`config.mk`:
```
export PLATFORM = sky130hd
export DESIGN_NAME = sfu_exp2_unit
export DESIGN_NICKNAME = d
export VERILOG_FILES = /design/src/rtl/sfu_pkg.sv /design/src/rtl/sfu_exp2_corr_rom.sv /design/src/rtl/sfu_exp2_unit.sv
export SDC_FILE = /design/constraint.sdc
export NUM_CORES = 1
export LEC_CHECK = 0
export CORE_ASPECT_RATIO = 1.4
export CORE_MARGIN = 2
export CORE_UTILIZATION = 35
export CTS_CLUSTER_DIAMETER = 150
export CTS_CLUSTER_SIZE = 40
export DETAILED_ROUTE_END_ITERATION = 10
export DONT_BUFFER_PORTS = 1
export MAX_ROUTING_LAYER = met4
export SETUP_SLACK_MARGIN = 0.15
export SYNTH_ARGS = -nofsm -noshare
export SYNTH_HDL_FRONTEND = slang
export SYNTH_SLANG_ARGS = --single-unit
```
`constraint.sdc`:
```
create_clock -name clk -period 10.71 [get_ports clk]
set_input_delay 1.071 -clock clk [delete_from_list [all_inputs] [get_ports clk]]
set_output_delay 1.071 -clock clk [all_outputs]
set_load 0.005 [all_outputs]
```
`src/rtl/sfu_pkg.sv`:
```
// sfu_pkg: shared constants and the 2^f correction table for the SFU exp2 path.
//   CORR_LUT[i] = round(65536*((1+i/32) - 2^(i/32))), Q0.16, i = 0..31.
//   corr_at(i) reads the table with a 6-bit index; index 32 is the
//   interpolation end point and returns 0.
package sfu_pkg;
  localparam int CORR_W    = 16;
  localparam int MANT_FRAC = 16;
  localparam int LUT_IDX_W = 5;
  localparam logic [CORR_W-1:0] CORR_LUT [32] = '{
    16'd0,    16'd613,  16'd1194, 16'd1744, 16'd2260, 16'd2744, 16'd3192, 16'd3606,
    16'd3984, 16'd4326, 16'd4630, 16'd4895, 16'd5122, 16'd5309, 16'd5456, 16'd5560,
    16'd5622, 16'd5641, 16'd5615, 16'd5543, 16'd5426, 16'd5261, 16'd5047, 16'd4784,
    16'd4470, 16'd4105, 16'd3686, 16'd3214, 16'd2686, 16'd2103, 16'd1461, 16'd761
  };
  function automatic logic [CORR_W-1:0] corr_at(input logic [LUT_IDX_W:0] i);
    return i[LUT_IDX_W] ? '0 : CORR_LUT[i[LUT_IDX_W-1:0]];
  endfunction
endpackage

```
`src/rtl/sfu_exp2_corr_rom.sv`:
```
// sfu_exp2_corr_rom: dual-read correction ROM with registered outputs.
//   clk, rst_n : clock, asynchronous active-low reset (outputs clear to 0)
//   en         : outputs update only when high (pipeline stall hold)
//   idx_a      : segment index 0..31        -> corr_a
//   idx_b      : segment end index 1..32    -> corr_b (32 reads as 0)
module sfu_exp2_corr_rom
  import sfu_pkg::*;
(
  input  logic                 clk,
  input  logic                 rst_n,
  input  logic                 en,
  input  logic [LUT_IDX_W-1:0] idx_a,
  input  logic [LUT_IDX_W:0]   idx_b,
  output logic [CORR_W-1:0]    corr_a,
  output logic [CORR_W-1:0]    corr_b
);
  logic [CORR_W-1:0] corr_a_q, corr_a_d, corr_b_q, corr_b_d;
  always_comb begin
    corr_a_d = corr_at({1'b0, idx_a});
    corr_b_d = corr_at(idx_b);
  end
  always_ff @(posedge clk or negedge rst_n)
    if (!rst_n) begin
      corr_a_q <= '0;
      corr_b_q <= '0;
    end else if (en) begin
      corr_a_q <= corr_a_d;
      corr_b_q <= corr_b_d;
    end
  assign corr_a = corr_a_q;
  assign corr_b = corr_b_q;
endmodule

```
`src/rtl/sfu_exp2_unit.sv`:
```
// sfu_exp2_unit: 3-stage fixed-point 2^x with valid/ready on both sides.
//   clk, rst_n          : clock, asynchronous active-low reset
//   in_valid/in_ready   : input handshake; in_ready drops only while the output stalls
//   in_x                : signed Q(IN_INT).(IN_FRAC) exponent
//   in_tag              : sideband returned with the result
//   out_valid/out_ready : output handshake
//   out_y               : unsigned Q(OUT_WIDTH-OUT_FRAC).OUT_FRAC, saturates to all ones
//   out_tag             : tag of out_y
// S1 splits x and reads the ROM, S2 interpolates the mantissa 2^f in Q1.16,
// S3 shifts by n and saturates.
module sfu_exp2_unit
  import sfu_pkg::*;
#(
  parameter int IN_INT    = 5,
  parameter int IN_FRAC   = 16,
  parameter int OUT_WIDTH = 32,
  parameter int OUT_FRAC  = 16,
  parameter int TAG_W     = 4
) (
  input  logic                      clk,
  input  logic                      rst_n,
  input  logic                      in_valid,
  output logic                      in_ready,
  input  logic [IN_INT+IN_FRAC-1:0] in_x,
  input  logic [TAG_W-1:0]          in_tag,
  output logic                      out_valid,
  input  logic                      out_ready,
  output logic [OUT_WIDTH-1:0]      out_y,
  output logic [TAG_W-1:0]          out_tag
);
  localparam int IN_W = IN_INT + IN_FRAC;
  localparam int RW   = (IN_FRAC > LUT_IDX_W) ? IN_FRAC - LUT_IDX_W : 1;
  localparam int PW   = RW + CORR_W + 2;
  logic                       en;
  logic                       v1_q, v1_d, v2_q, v2_d, v3_q, v3_d;
  logic signed [IN_INT-1:0]   n1_q, n1_d, n2_q, n2_d;
  logic [IN_FRAC-1:0]         f1_q, f1_d;
  logic [RW-1:0]              r1_q, r1_d;
  logic [TAG_W-1:0]           tag1_q, tag1_d, tag2_q, tag2_d, tag3_q, tag3_d;
  logic [MANT_FRAC:0]         m2_q, m2_d;
  logic [OUT_WIDTH-1:0]       y3_q, y3_d;
  logic [LUT_IDX_W-1:0]       idx;
  logic [LUT_IDX_W:0]         idx_b;
  logic [CORR_W-1:0]          corr_a, corr_b;
  logic signed [CORR_W:0]     delta;
  logic signed [PW-1:0]       prod, c;
  logic [IN_FRAC+MANT_FRAC-1:0] fa;
  logic [PW-1:0]              m_w;
  logic signed [15:0]         sh;
  logic                       sat;
  logic [OUT_WIDTH+MANT_FRAC:0] mw;
  assign en        = !(v3_q && !out_ready);
  assign in_ready  = en;
  assign out_valid = v3_q;
  assign out_y     = y3_q;
  assign out_tag   = tag3_q;
  always_comb begin
    idx    = in_x[IN_FRAC-1 -: LUT_IDX_W];
    idx_b  = {1'b0, idx} + {{LUT_IDX_W{1'b0}}, 1'b1};
    v1_d   = in_valid;
    n1_d   = in_x[IN_W-1:IN_FRAC];
    f1_d   = in_x[IN_FRAC-1:0];
    r1_d   = IN_FRAC > LUT_IDX_W ? in_x[RW-1:0] : '0;
    tag1_d = in_tag;
  end
  sfu_exp2_corr_rom u_rom (
    .clk    (clk),
    .rst_n  (rst_n),
    .en     (en),
    .idx_a  (idx),
    .idx_b  (idx_b),
    .corr_a (corr_a),
    .corr_b (corr_b)
  );
  // Interpolated correction; the arithmetic shift floors a negative slope term.
  always_comb begin
    delta  = $signed({1'b0, corr_b}) - $signed({1'b0, corr_a});
    prod   = PW'(delta) * $signed({{(PW-RW){1'b0}}, r1_q});
    c      = (prod >>> RW) + $signed({{(PW-CORR_W){1'b0}}, corr_a});
    fa     = {f1_q, {MANT_FRAC{1'b0}}} >> IN_FRAC;
    m_w    = PW'(1 << MANT_FRAC) + PW'(fa) - c;
    m2_d   = m_w[MANT_FRAC:0];
    n2_d   = n1_q;
    v2_d   = v1_q;
    tag2_d = tag1_q;
  end
  // Mantissa m in [1,2) never needs more than OUT_WIDTH bits once unsaturated.
  always_comb begin
    sh     = 16'(n2_q) + 16'(OUT_FRAC - MANT_FRAC);
    sat    = 16'(n2_q) > $signed(16'(OUT_WIDTH - OUT_FRAC - 1));
    mw     = (OUT_WIDTH+MANT_FRAC+1)'(m2_q);
    y3_d   = sat ? '1 : sh < 0 ? OUT_WIDTH'(mw >> (-sh)) : OUT_WIDTH'(mw << sh);
    v3_d   = v2_q;
    tag3_d = tag2_q;
  end
  always_ff @(posedge clk or negedge rst_n)
    if (!rst_n) begin
      v1_q <= 1'b0; v2_q <= 1'b0; v3_q <= 1'b0;
      n1_q <= '0; n2_q <= '0; f1_q <= '0; r1_q <= '0; m2_q <= '0; y3_q <= '0;
      tag1_q <= '0; tag2_q <= '0; tag3_q <= '0;
    end else if (en) begin
      v1_q <= v1_d; v2_q <= v2_d; v3_q <= v3_d;
      n1_q <= n1_d; n2_q <= n2_d; f1_q <= f1_d; r1_q <= r1_d; m2_q <= m2_d; y3_q <= y3_d;
      tag1_q <= tag1_d; tag2_q <= tag2_d; tag3_q <= tag3_d;
    end
endmodule
```
==> impl_metrics.yaml <==
outcome:
  status: "completed"
critical_path:
  crit_family: "adder cells"
  max_stage_delay_ns: 0.60
  worstPathRequired_ns: 11.07
  critPathMostFrequentCell: "fa_1"
  cp_max_fo: 11
  arrival_ns: 10.19
  critPathKind: "register to register"
  start_kind: "register"
  endpoint_kind: "register"
  crit_slowest_cell: "o21a_1"
  critPathBufInv: 2
routing:
  drt_iter0_markers: 973
  wl_per_cell_um: 18.4
  drc_errors: 0
  ant_nets: 0
  finalWirelength_mm: 45.4
  routed_via_density: 5.38
  vias: 13300
  drtPass1Iterations: 7
timing:
  drv_slew: 0
  setup_viol: 0
  final_hold_viol_count: 0
  period_share_pct: 91.8
  fin_tns_setup_ns: 0
  worst-slew-pin-transition_ns: 1.06
  fmax_mhz: 102
  rsz0062_at_grt: "no"
  relSlewSlack_pct: 28.7
  post-route-min-period_ns: 9.83
  fin_worst_skew_ns: 0.0146
cells_and_area:
  regArea_um2: 2900
  fillers: 4578
  area_growth_pct: 7.05
  layout_commonest_cell: "nand2_1"
  antenna_cells: 0
  layout_common_cells: "nand2_1, inv_1, fa_1"
  fin_nets: 2171
  drive_gt1_share_pct: 6.02
  multi_input_area_um2: 11600
logic_synthesis:
  synthTopCellsByArea: "fa_1, dfrtp_1, ha_1, nand2_1, inv_1"
  syn-cell-area_um2: 16000
  ys_warn_count: 0
  syn_inst: 1928
  synthArstFlopShare_pct: 100
  synthMuxAreaShare_pct: 5.59
  yosysTopAreaCell: "fa_1"
  synth-xor-area-share_pct: 2.58
  synth_top_flop_cell: "dfrtp_1"
  synth-simple-area-share_pct: 17.2
  synth_seq_cells: 116
  synth_edf_count: 0
  synth-compound-area-share_pct: 15.8
  ys_seq_area_share_pct: 18.2
  synth.avg_cell_area_um2: 8.28
  synth_top_family_by_area: "adder cells"
  syn_nets: 2251
  synthAdderAreaFrac_pct: 31.5
  synthDistinctLibCells: 66
  yosysTopAreaCellShare_pct: 22.6
die:
  ioPinCount: 67
  die_h_um: 257
  core_um2: 45000
  row_count: 92
  start_util_pct: 35.5
  dieArea_um2: 47400
  fp.dieW_um: 185
placed_design:
  gp_congestion: 0.880
  io_buffer_count: 0
  hpwlAfterDp_mm: 34.7
global_routing:
  grt_overflow_total: 0
  grt_pass1_wl_mm: 75.2
  grt_max_degree: 117
  grt_pass1_vias: 13800
  antenna_found_initial: 0
  grt.total_usage_pct: 20.7
clocking:
  cts_resized: 0
  post_cts.repair.setup_buffers: 0
  cts_buffers: 17
  path_clk_slew_ns: 0.07
  clk-insertion-delay-late_ns: 0.45
  cts_tree: "done"
  clockRootBuffer: "clkbuf_16"
  cts_sinks: 116
  cts_hold_buf: 0
  cts_buffer_depth: 2
  htreeDepth: 4
run:
  max_cap_viol_count: 0
min_path:
  hp-class: "input pin to asynchronous set/reset pin"
[worst register-to-register path: cells and delay by family (launching register included)]
kind                       cells  cell delay (ns)
DFF                            1             0.43
buffers and inverters          2             0.11
xor gates and xnor gates       2             0.37
adders and majority gates     10             4.41
AOI/OAI and AO/OA             16             3.56
and+or+nand+nor                5             0.82
[flip-flops by register name, indices dropped and copies added, names as in the netlist, 4 cells and up]
signal and flops:
f1_q 16, out_y 32, tag2_q 4, out_tag 4, n1_q 5, n2_q 5, tag1_q 4, m2_q 17
u_rom.corr_b 13, u_rom.corr_a 13
[through the flow]
step                      utilization (%)  hold WS, ns  area (um2)  cells  setup WS (ns)
after global placement               36.6        0.450       16500   2440           1.15
after floorplan                         -        0.430       16000   1928           1.84
after CTS                            38.0        0.300       17100   2472          0.948
after detailed placement             36.6        0.454       16500   2440           1.01
after global routing                 38.0        0.297       17100   2472          0.278
final                                38.0        0.325       17100   2472          0.883
[area by class of cell]
cell class              instances  share of cell area [%]
well taps                     611                    4.47
clock inverters                15                    1.21
clock buffers                  17                    2.49
repair buffers                 24                    1.05
inverters                     267                    5.88
flip-flops and latches        116                    17.0
multi-input cells            1422                    67.9
[path summary, 6_finish.rpt]
check | start | to | slack (ns) | cells after the start
max | u_rom.corr_a[0] | m2_q[16] | 0.88 | 35
min | rst_n | out_y[4] | 0.32 | 0
max reg2reg | u_rom.corr_a[0] | m2_q[16] | 0.88 | 35
min reg2reg | n1_q[3] | n1_q[3] | 0.47 | 2
max in group asynchronous | rst_n | u_rom.corr_b[12] | 10.21 | 0
min in group clk | n1_q[3] | n1_q[3] | 0.47 | 2
[kinds of logic (layout without fill, tap and decap cells)]
logic type      Yosys count  in the layout
simple gates            616            616
compound gates          399            399
buf+inv                 390            323
fa+ha+maj               294            294
flops                   116            116
mux                      66             66
xor+xnor                 47             47
[per-layer routing]
metal	vias to the layer above	share of wire (%)	track usage (%)
li1	6189	-	-
met3	105	4.8	2.73
met1	6601	40	24.6
met2	416	51	35.3
met4	0	3.7	8.20
met5	-	0	-
[cells in the mapped netlist, types with 21 or more instances]
cell type	number
a211oi_1	28
a21oi_1	110
and2_1	40
clkbuf_1	109
dfrtp_1	116
fa_1	180
ha_1	114
inv_1	264
mux2_2	26
mux2i_1	24
nand2_1	301
nand2b_1	32
nand3_1	40
nor2_1	120
nor3_1	30
o21a_1	21
o21ai_0	107
xnor2_1	27
Power is left out: the tool's default activity adds up to more than one toggle a clock period on the data nets, which glitch-free logic cannot reach.
